`config.mk`:
```
export PLATFORM = sky130hd
export DESIGN_NAME = instr_encoder_loader
export DESIGN_NICKNAME = d
export VERILOG_FILES = /design/src/rtl/core_defs_pkg.sv /design/src/rtl/instr_field_packer.sv /design/src/rtl/instr_encoder_loader.sv
export SDC_FILE = /design/constraint.sdc
export NUM_CORES = 1
export LEC_CHECK = 0
export CORE_ASPECT_RATIO = 1.25
export CORE_MARGIN = 2
export CORE_UTILIZATION = 45
export DETAILED_ROUTE_END_ITERATION = 16
export GPL_TIMING_DRIVEN = 1
export PLACE_DENSITY_LB_ADDON = 0.12
export RECOVER_POWER = 25
export SYNTH_ARGS = -nofsm -noshare
export SYNTH_HDL_FRONTEND = slang
export SYNTH_HIERARCHICAL = 1
export SYNTH_SLANG_ARGS = --single-unit
export TNS_END_PERCENT = 100
```
`constraint.sdc`:
```
create_clock -name clk_i -period 2.6 [get_ports clk_i]
set_clock_uncertainty 0.2 [all_clocks]
set_input_delay 0.52 -clock clk_i [delete_from_list [all_inputs] [get_ports clk_i]]
set_output_delay 0.52 -clock clk_i [all_outputs]
set_load 0.01 [all_outputs]
```
`src/rtl/core_defs_pkg.sv`:
```
// Shared RV32I encoding constants, instruction kinds and field bundle
// used by the program-loader encoder.
package core_defs_pkg;

  localparam int unsigned INSTR_W = 32;

  localparam logic [6:0] OP_RTYPE = 7'b0110011;
  localparam logic [6:0] OP_ADDI  = 7'b0010011;
  localparam logic [6:0] OP_LW    = 7'b0000011;
  localparam logic [6:0] OP_SW    = 7'b0100011;
  localparam logic [6:0] OP_BEQ   = 7'b1100011;

  localparam logic [2:0] F3_ADDI  = 3'b000;
  localparam logic [2:0] F3_LW_SW = 3'b010;
  localparam logic [2:0] F3_BEQ   = 3'b000;

  typedef enum logic [2:0] {
    KIND_R    = 3'd0,
    KIND_ADDI = 3'd1,
    KIND_LW   = 3'd2,
    KIND_SW   = 3'd3,
    KIND_BEQ  = 3'd4
  } kind_e;

  typedef enum logic {
    ST_LOAD = 1'b0,
    ST_FULL = 1'b1
  } state_e;

  typedef struct packed {
    logic [2:0]  funct3;
    logic        funct7b5;
    logic [4:0]  rd;
    logic [4:0]  rs1;
    logic [4:0]  rs2;
    logic [12:0] imm;
  } instr_fields_t;

  // A 13-bit immediate fits a signed 12-bit field when its top two bits agree.
  function automatic logic imm_fits12(input logic [12:0] imm);
    return imm[12] == imm[11];
  endfunction

endpackage

```
`src/rtl/instr_field_packer.sv`:
```
// Combinational packer: instruction kind + symbolic fields -> RV32I word
// and a legality flag (known kind, immediate in range).
module instr_field_packer
  import core_defs_pkg::*;
(
  input  logic [2:0]         i_kind,
  input  instr_fields_t      i_fields,
  output logic [INSTR_W-1:0] o_word_c,
  output logic               o_legal_c
);

  logic [12:0] w_imm;
  assign w_imm = i_fields.imm;

  always_comb begin
    o_word_c  = '0;
    o_legal_c = 1'b0;
    case (i_kind)
      KIND_R: begin
        o_word_c  = {1'b0, i_fields.funct7b5, 5'b0, i_fields.rs2, i_fields.rs1,
                     i_fields.funct3, i_fields.rd, OP_RTYPE};
        o_legal_c = 1'b1;
      end
      KIND_ADDI: begin
        o_word_c  = {w_imm[11:0], i_fields.rs1, F3_ADDI, i_fields.rd, OP_ADDI};
        o_legal_c = imm_fits12(w_imm);
      end
      KIND_LW: begin
        o_word_c  = {w_imm[11:0], i_fields.rs1, F3_LW_SW, i_fields.rd, OP_LW};
        o_legal_c = imm_fits12(w_imm);
      end
      KIND_SW: begin
        o_word_c  = {w_imm[11:5], i_fields.rs2, i_fields.rs1, F3_LW_SW,
                     w_imm[4:0], OP_SW};
        o_legal_c = imm_fits12(w_imm);
      end
      KIND_BEQ: begin
        // Branch offsets are halfword aligned, so bit 0 is never encoded.
        o_word_c  = {w_imm[12], w_imm[10:5], i_fields.rs2, i_fields.rs1, F3_BEQ,
                     w_imm[4:1], w_imm[11], OP_BEQ};
        o_legal_c = ~w_imm[0];
      end
      default: ;
    endcase
  end

endmodule

```
`src/rtl/instr_encoder_loader.sv`:
```
// Encodes symbolic instructions and streams them into imem through a
// one-cycle registered write port, filling sequential word addresses.
module instr_encoder_loader
  import core_defs_pkg::*;
#(
  parameter int unsigned ADDR_W    = 8,
  parameter int unsigned BASE_ADDR = 0,
  parameter int unsigned DEPTH     = 256
) (
  input  logic                 clk_i,
  input  logic                 rst_i,
  input  logic                 clear_i,
  input  logic                 valid_i,
  output logic                 ready_o,
  input  logic [2:0]           kind_i,
  input  logic [2:0]           funct3_i,
  input  logic                 funct7b5_i,
  input  logic [4:0]           rd_i,
  input  logic [4:0]           rs1_i,
  input  logic [4:0]           rs2_i,
  input  logic [12:0]          imm_i,
  output logic                 we_o,
  output logic [ADDR_W-1:0]    addr_o,
  output logic [INSTR_W-1:0]   wdata_o,
  output logic [ADDR_W:0]      count_o,
  output logic                 full_o,
  output logic                 err_o
);

  localparam int unsigned CNT_W = ADDR_W + 1;

  state_e               r_state, w_state_nxt;
  logic [ADDR_W-1:0]    r_ptr, w_ptr_nxt;
  logic [CNT_W-1:0]     r_count, w_count_nxt;
  logic                 r_err, w_err_nxt;
  logic                 r_we, w_we_nxt;
  logic [ADDR_W-1:0]    r_addr, w_addr_nxt;
  logic [INSTR_W-1:0]   r_wdata, w_wdata_nxt;

  instr_fields_t        w_fields;
  logic [INSTR_W-1:0]   w_word;
  logic                 w_legal;
  logic                 w_accept;

  assign w_fields = '{funct3: funct3_i, funct7b5: funct7b5_i, rd: rd_i,
                      rs1: rs1_i, rs2: rs2_i, imm: imm_i};

  instr_field_packer u_packer (
    .i_kind    (kind_i),
    .i_fields  (w_fields),
    .o_word_c  (w_word),
    .o_legal_c (w_legal)
  );

  assign ready_o  = (r_state == ST_LOAD) && !rst_i && !clear_i;
  assign w_accept = valid_i && ready_o;

  // Next-state and next-output logic; illegal accepts only raise the sticky error.
  always_comb begin
    w_state_nxt = r_state;
    w_ptr_nxt   = r_ptr;
    w_count_nxt = r_count;
    w_err_nxt   = r_err;
    w_we_nxt    = 1'b0;
    w_addr_nxt  = r_addr;
    w_wdata_nxt = r_wdata;
    if (clear_i) begin
      w_state_nxt = ST_LOAD;
      w_ptr_nxt   = ADDR_W'(BASE_ADDR);
      w_count_nxt = '0;
      w_err_nxt   = 1'b0;
    end else if (w_accept) begin
      if (w_legal) begin
        w_we_nxt    = 1'b1;
        w_addr_nxt  = r_ptr;
        w_wdata_nxt = w_word;
        w_ptr_nxt   = r_ptr + ADDR_W'(1);
        w_count_nxt = r_count + CNT_W'(1);
        if (w_count_nxt == CNT_W'(DEPTH)) begin
          w_state_nxt = ST_FULL;
        end
      end else begin
        w_err_nxt = 1'b1;
      end
    end
  end

  always_ff @(posedge clk_i) begin
    if (rst_i) begin
      r_state <= ST_LOAD;
      r_ptr   <= ADDR_W'(BASE_ADDR);
      r_count <= '0;
      r_err   <= 1'b0;
      r_we    <= 1'b0;
      r_addr  <= '0;
      r_wdata <= '0;
    end else begin
      r_state <= w_state_nxt;
      r_ptr   <= w_ptr_nxt;
      r_count <= w_count_nxt;
      r_err   <= w_err_nxt;
      r_we    <= w_we_nxt;
      r_addr  <= w_addr_nxt;
      r_wdata <= w_wdata_nxt;
    end
  end

  assign we_o    = r_we;
  assign addr_o  = r_addr;
  assign wdata_o = r_wdata;
  assign count_o = r_count;
  assign full_o  = (r_state == ST_FULL);
  assign err_o   = r_err;

endmodule
```
-- Word-level counts from Yosys, hierarchy flattened
Index checks and enable logic that the tools add are counted.
- bits in registers: 60
- bits in latches: 0
- memory bits (writable): 0
- bits in read-only memories: 0
- bits of input ports: 39
- output and inout bits: 53
- memories: 0
- add/subtract/negate cells: 2
- multiply operators: 0
- div/mod/pow operators: 0
- order comparisons: 0
- equality and inequality tests: 6
- shift-type cells: 0
- mux-type cells: 3
- bitwise gates (word level): 5
- reduce and logical (&&, ||, !) cells: 13
- operator list (kind ; number):
    one-hot mux 32 bit (5 select lines) ; 1
    adder 9 x 1 -> 9 bit, second input constant ; 1
    equality test 9 bit, second input constant ; 1
    adder 8 x 1 -> 8 bit, second input constant ; 1
    equality test 3 x 2 -> 1 bit, second input constant ; 2
    AND reduction 3 bit ; 2
    OR reduction 3 bit ; 2
    inverter 1 bit ; 5
    AND reduction 2 bit ; 2
    equality test 3 x 1 -> 1 bit, second input constant ; 1
    equality test 3 bit, second input constant ; 1
    logical AND 1 bit ; 3
    logical NOT 3 bit ; 1
    one-hot mux 1 bit (3 select lines) ; 1
    logical NOT 1 bit ; 2
    OR reduction 2 bit ; 1
    equality test 1 bit ; 1
    2-to-1 mux 1 bit ; 1

-- Logic depth before layout (Yosys ltp)
Gate-level depths: netlist of the first run.
- depth in word-level cells: 6
- depth in mapped cells: 9
- mapped depth without buffers: 6

-- Cells and area by module
The synthesis of the first run kept the hierarchy.
- modules (own cells, without submodules) (module ; times used ; cells each ; area an instance (um^2)):
    instr_encoder_loader ; 1 ; 275 ; 2259.7
    instr_field_packer ; 1 ; 92 ; 693.2

-- Worst setup path before layout of the first run
Ideal clock, no wire load.
- path kind: input-to-reg
- start: input kind_i[1]
- end: register r_ptr[7]
- setup time: 0.070 ns
- arrival: 2.085 ns
- data required time: 2.330 ns
- path slack: 0.245 ns
- stages on the path: 7
- buffers on the path: 2
- path through: clkbuf_2 > nor2_1 > o2bb2ai_1 > clkbuf_1 > nand3_1 > or3_1 > a21oi_1
- cells in the longest elaborated chain, start to end: 4
- elaborated cells on any way between the ends: 8
- those cells by class: 4 x eq/ne; 1 x mux; 3 x reduce/logical
- RTL lines (element ; RTL line ; RTL):
    from (decl) ; instr_encoder_loader.sv:15 ; input logic [2:0] kind_i,
    equality test 3 x 1 -> 1 bit or equality test 3 x 2 -> 1 bit (tied branches) ; instr_field_packer.sv:18 ; case (i_kind)
    OR reduction 3 bit (no source line) ; -- ;
    one-hot mux 1 bit (3 select lines) (*) ; instr_field_packer.sv:18 ;
    net w_legal ; instr_encoder_loader.sv:42 ; logic w_legal;
    AND reduction 2 bit (no source line) (*) ; -- ;
    to (signal assigned) ; instr_encoder_loader.sv:91 ; r_ptr <= ADDR_W'(BASE_ADDR);
    to (signal assigned) ; instr_encoder_loader.sv:99 ; r_ptr <= w_ptr_nxt;
    to (decl) ; instr_encoder_loader.sv:33 ; logic [ADDR_W-1:0] r_ptr, w_ptr_nxt;
The timed path passes the listed nets; every way through them passes the cells marked *.
A chain may end at the register's enable or synchronous reset.

-- Worst setup path after layout of the first run
- start: input rst_i
- end: output ready_o
- cells in the longest elaborated chain, start to end: 3
- RTL lines (element ; RTL line ; RTL):
    from (decl) ; instr_encoder_loader.sv:11 ; input logic rst_i,
    logical NOT 1 bit ; instr_encoder_loader.sv:55 ; assign ready_o = (r_state == ST_LOAD) && !rst_i && !clear_i;
    logical AND 1 bit (2 in a row) ; instr_encoder_loader.sv:55 ;
    to (decl) ; instr_encoder_loader.sv:14 ; output logic ready_o,
No other way between the ends.

==> results of run 1 <==
-- layer usage --
layer  GRT usage  up-vias  wire [um]
li1            -     1443          -
met1      0.2518     1306       3186
met2      0.3938       69       3954
met3     0.04589       18        316
met4      0.1030        0        172
met5           0        -          0
-- cell type report --
type,count,area share
timing repair buffer,111,0.2623
tap,87,0.02602
multi-input combinational,276,0.3783
inverter,4,0.003589
sequential,60,0.2871
clock buffer,9,0.02961
clock inverter,5,0.01316
-- per-stage QoR --
step / hold WS, ns / power, W / setup TNS [ns] / cell area (um2)
after floorplan: 0.2370 / 0.001080 / 0 / 2957
after global placement: 0.2421 / 0.001198 / -0.09844 / 4006
after CTS: 0.2543 / 0.001985 / 0 / 4184
final: 0.2504 / 0.001958 / 0 / 4184
after detailed placement: 0.2456 / 0.001200 / -0.06588 / 4006
after global routing: 0.2754 / 0.002051 / 0 / 4184
-- where the power goes --
part           switching (W)  internal, W
clock network       0.000353     0.000428
logic               0.000113     0.000132
registers         0.00000437     0.000928
-- cells by family (layout without fill, tap and decap cells) --
group / Yosys count / in the layout / synth area share
multiplexers: 9 / 9 / 0.03051
flip-flops: 60 / 60 / 0.4068
buffers and inverters: 32 / 129 / 0.05847
AND/OR/NAND/NOR: 188 / 188 / 0.3407
other: 1 / 2 / 0.001270
XOR/XNOR: 10 / 10 / 0.02966
AO/OA/AOI/OAI: 65 / 65 / 0.1242
adder cells (fa/ha/maj): 2 / 2 / 0.008473
-- flip-flops by register name (all words and copies together) (netlist names) --
signal / cells
err_o: 1
r_ptr: 8
wdata_o: 32
addr_o: 8
we_o: 1
full_o: 1
count_o: 9
-- final timing paths --
| check | slack [ns] | cells past startpoint | to | start |
|---|---|---|---|---|
| worst max-delay path | 0.21 | 4 | ready_o | rst_i |
| worst min-delay path | 0.25 | 2 | wdata_o[9] | wdata_o[9] |
| worst max register to register | 0.72 | 6 | count_o[8] | full_o |
| worst min register to register | 0.25 | 2 | wdata_o[9] | wdata_o[9] |
-- synthesized netlist by cell type --
library cell,instances
xor2_1,8
a22o_1,1
o2bb2ai_1,1
nor2_1,14
inv_2,1
and2_1,10
nand3b_1,1
ha_1,2
xnor2_1,2
nor3b_1,16
or3_1,4
and4b_1,5
nand2_1,96
nand4_1,5
o221ai_1,5
nor4_1,1
o211ai_1,2
clkbuf_2,1
or2_2,2
inv_1,3
o31ai_1,2
o21a_1,1
nor4b_4,1
conb_1,1
and4bb_1,5
nor3_2,1
and3_1,2
o21ai_0,4
o21bai_1,1
buf_6,2
or3b_2,5
dfxtp_1,60
mux2i_1,9
nand2_2,1
or4_1,5
buf_2,5
buf_4,8
and4_1,1
nand2b_1,6
clkbuf_1,12
a21oi_1,48
nand3_1,7
-- worst max-delay path, delay by kind of cell --
kind,cells,cell delay [ns]
buffers and inverters,2,0.73
and+or+nand+nor,2,0.41
-- repair_timing --
item,4_1_cts,5_1_grt
setup endpoints to repair,1,0
endpoints found under the hold margin,0,0
resized for setup,1,0
==> impl_metrics.json, run 1 <==
{
  "hold_violations": 0,
  "core_mm2": 0.006441,
  "start_util": 0.4584,
  "slew_headroom": 0.6638,
  "criticalPathCategory": "in2out",
  "cts-root-buf": "clkbuf_8",
  "die_h_um": 94.57,
  "vias_per_cell": 5.138,
  "pre_cts_slack_ns": -0.05267,
  "hold_class": "reg2reg",
  "layout.nets": 503,
  "clock_latency_ns": 0.33,
  "area_growth_pct": 41.69,
  "finalSetupViolCount": 0,
  "post_synth.cell_area_avg_um2": 8.046,
  "clock.fmax_ghz": 0.4186,
  "tightest_slew_ns": 0.5016,
  "synthesis.area_mm2": 0.002953,
  "vdd.ir_drop.worst_mv": 0.3646,
  "period_needed_ns": 2.389,
  "drc": 0,
  "min_period_over_period": 0.9189,
  "overflow": 0,
  "yosysSeqAreaShare": 0.4068,
  "ys_seq_elements": 60,
  "dr.pass1.iters": 5,
  "gp_congestion": 0.8711,
  "cts_setup_buffers": 0,
  "diodes": 0,
  "drive_gt1_frac": 0.09677,
  "die-width_um": 76.46,
  "avgRoutedWirePerCell_um": 13.82,
  "layout_commonest_cell": "nand2_1",
  "max_stage_delay_ns": 0.46,
  "stdcell_count": 552,
  "path_max_fanout": 2,
  "synth_top_cell_area_share": 0.4068,
  "antenna_left": 0,
  "finalWirelength_um": 7630,
  "synth_cells": 367,
  "maxSlewViolCount": 0,
  "antenna_found_initial": 0,
  "vias": 2836,
  "setup.worst_path.end_class": "primary output",
  "seq_area_mm2": 0.001201,
  "io_pins": 92,
  "dieArea_mm2": 0.007230,
  "power_density_mw_per_mm2": 467.9,
  "multi_input_area_mm2": 0.001583,
  "start_kind": "input pin",
  "placementRows": 33,
  "port_buffers": 91,
  "dp_hpwl_um": 5534,
  "max-cap-violations": 0,
  "required_ns": 1.88,
  "ys_types": 42,
  "yosys.area.top_type": "dfxtp_1",
  "grt_pass1_wl_um": 12830,
  "synthTopCellsByArea": "dfxtp_1 41%, nand2_1 12%, a21oi_1 8.1%",
  "yosys_warnings": 6,
  "dp_cells": 538,
  "final_cell_mix": "96 x nand2_1, 62 x clkdlybuf4s50_1, 60 x dfxtp_1",
  "finish.utilization": 0.6496,
  "grt_setup_unrepaired": "false",
  "dr.first_iter.drc_count": 80,
  "critPathSlowestCell": "clkdlybuf4s50_1",
  "cts-buffers-inserted": 9,
  "cts_buffer_depth": 2,
  "grt_pass1_vias": 2742,
  "htreeDepth": 3,
  "clkTransAtPathRegs_ns": 0.06,
  "cts_tree": "yes",
  "grt_max_degree": 42,
  "ctsHoldBuffers": 0,
  "post-route-worst-setup-slack_ns": 0.2108,
  "status": "finished clean",
  "clock_sinks": 60,
  "arrival_ns": 1.67,
  "fillers": 618,
  "grt_util_all_layers": 0.2198,
  "critical_path.cell_chain": "clkdlybuf4s50_1 -> or2_2 -> nor2_1 -> dlygate4sd2_1",
  "p_leak_nw": 1.602
}
(Power assumes the default switching activity.)
==> run 2, diff against run 1 <==
- SETUP_SLACK_MARGIN: default -> 0.02
==> results of run 2 <==
No change in the layout: final DEF, timing and power equal those of run 1.
==> run 3, diff against run 2 <==
- DONT_BUFFER_PORTS: default -> 1
==> impl_metrics.json, run 3 (synthesis results as in run 1) <==
{
  "antenna_found_initial": 0,
  "start_kind": "input pin",
  "grt_util_all_layers": 0.1911,
  "min_period_over_period": 0.7678,
  "clock_latency_ns": 0.33,
  "finalSetupViolCount": 0,
  "critPathSlowestCell": "or3_1",
  "cts_tree": "yes",
  "path_max_fanout": 10,
  "htreeDepth": 3,
  "cts_setup_buffers": 0,
  "criticalPathCategory": "in2reg",
  "stdcell_count": 450,
  "required_ns": 2.66,
  "finalPower_w": 0.001973,
  "largest_register_ff_count": 32,
  "tightest_slew_ns": 0.5678,
  "drc": 0,
  "hold_violations": 0,
  "swShare": 0.2268,
  "clkPwrFrac": 0.467,
  "ctsHoldBuffers": 0,
  "maxSlewViolCount": 0,
  "grt_setup_unrepaired": "false",
  "start_util": 0.4584,
  "placementRows": 33,
  "critical_path.cell_chain": "xor2_1 -> o2bb2ai_1 -> clkbuf_1 -> nand3_1 -> or3_1 -> a21oi_1",
  "share_comb_of_total_power": 0.057,
  "holdWs_ns": 0.04613,
  "layout_commonest_cell": "nand2_1",
  "power.internal_w": 0.001526,
  "ctsResizeCount": 0,
  "port_buffers": 0,
  "core_mm2": 0.006441,
  "setup.worst_path.end_class": "register",
  "final_cell_mix": "96 x nand2_1, 60 x dfxtp_1, 48 x a21oi_1",
  "max-cap-violations": 0,
  "setup-tns-final_ns": 0,
  "final_cell_area_mm2": 0.003192,
  "dp_hpwl_um": 4918,
  "hold_class": "in2reg",
  "io_pins": 92,
  "area_growth_pct": 8.093,
  "placed_area_mm2": 0.002973,
  "grt_pass1_vias": 2148,
  "arrival_ns": 2.05,
  "cts_buffer_depth": 2,
  "gp_congestion": 0.7934,
  "antenna_left": 0,
  "seqPwrFrac": 0.475,
  "max_stage_delay_ns": 0.40,
  "die_h_um": 94.57,
  "cts-root-buf": "clkbuf_8",
  "p_switching_w": 0.0004476,
  "vias": 2464,
  "dieArea_mm2": 0.007230,
  "grt_pass1_wl_um": 10810,
  "finalWirelength_um": 6926,
  "dp_cells": 434,
  "vdd.ir_drop.worst_mv": 0.3432,
  "p_leak_nw": 1.123,
  "status": "finished clean",
  "dr.pass1.iters": 6,
  "dr.first_iter.drc_count": 101,
  "crit_buf_inv": 1,
  "clkTransAtPathRegs_ns": 0.07,
  "slew_headroom": 0.6194,
  "critical_path.top_delay_family": "simple AND/OR/NAND/NOR gates",
  "layout.nets": 399,
  "avgRoutedWirePerCell_um": 15.39,
  "clock_sinks": 60,
  "cts-buffers-inserted": 9,
  "die-width_um": 76.46,
  "grt_max_degree": 44,
  "power_density_mw_per_mm2": 618.2,
  "overflow": 0,
  "clock.fmax_ghz": 0.5009,
  "drive_gt1_frac": 0.09091,
  "period_needed_ns": 1.996,
  "diodes": 0,
  "vias_per_cell": 5.476
}
==> run 3: final timing paths <==
check            start          to  slack (ns)  cells past startpoint
max reg2reg     full_o    r_ptr[7]        0.66                      5
min reg2reg   r_ptr[7]   addr_o[7]        0.27                      2
max          imm_i[12]    r_ptr[7]        0.60                      6
min              rst_i  wdata_o[0]        0.05                      1
==> run 3: metrics by stage <==
step	utilization	setup WS [ns]
final	0.4955	0.6036
after global routing	0.4955	0.4439
after CTS	0.4961	0.6602
after detailed placement	0.4615	0.5189
after global placement	0.4615	0.5332
after floorplan	-	0.2447
==> run 3: power by group through the flow <==
stage          logic, W  registers (W)  clock network, W
3_5_place_dp   0.000115       0.000959                 0
6_report       0.000113       0.000938          0.000922
2_1_floorplan  0.000123       0.000957                 0
5_1_grt        0.000126       0.000938          0.000997
3_3_place_gp   0.000113       0.000959                 0
4_1_cts        0.000115       0.000938          0.000950
==> run 3: worst register-to-register path: cells and delay by family, from the launching register on <==
kind | cells | cell delay (ns)
AO/OA/AOI/OAI | 1 | 0.14
buffers and inverters | 1 | 0.21
flip-flops | 1 | 0.41
AND/OR/NAND/NOR | 3 | 0.92
==> run 3: cell type report <==
type	count	area, um2
Tap cell	87	108.9
Sequential cell	60	1201
Multi-Input combinational cell	276	1583
Timing Repair Buffer	7	61.31
Inverter	4	15.01
Fill cell	667	3249
Clock buffer	9	123.9
Clock inverter	7	98.84
==> run 3: layer usage <==
metal | GRT usage | up-vias | part of all wire
met1 | 0.2118 | 1137 | 0.41
met3 | 0.06501 | 10 | 0.064
met4 | 0.09848 | 0 | 0.023
li1 | - | 1243 | -
met2 | 0.3274 | 74 | 0.50
met5 | 0 | - | 0
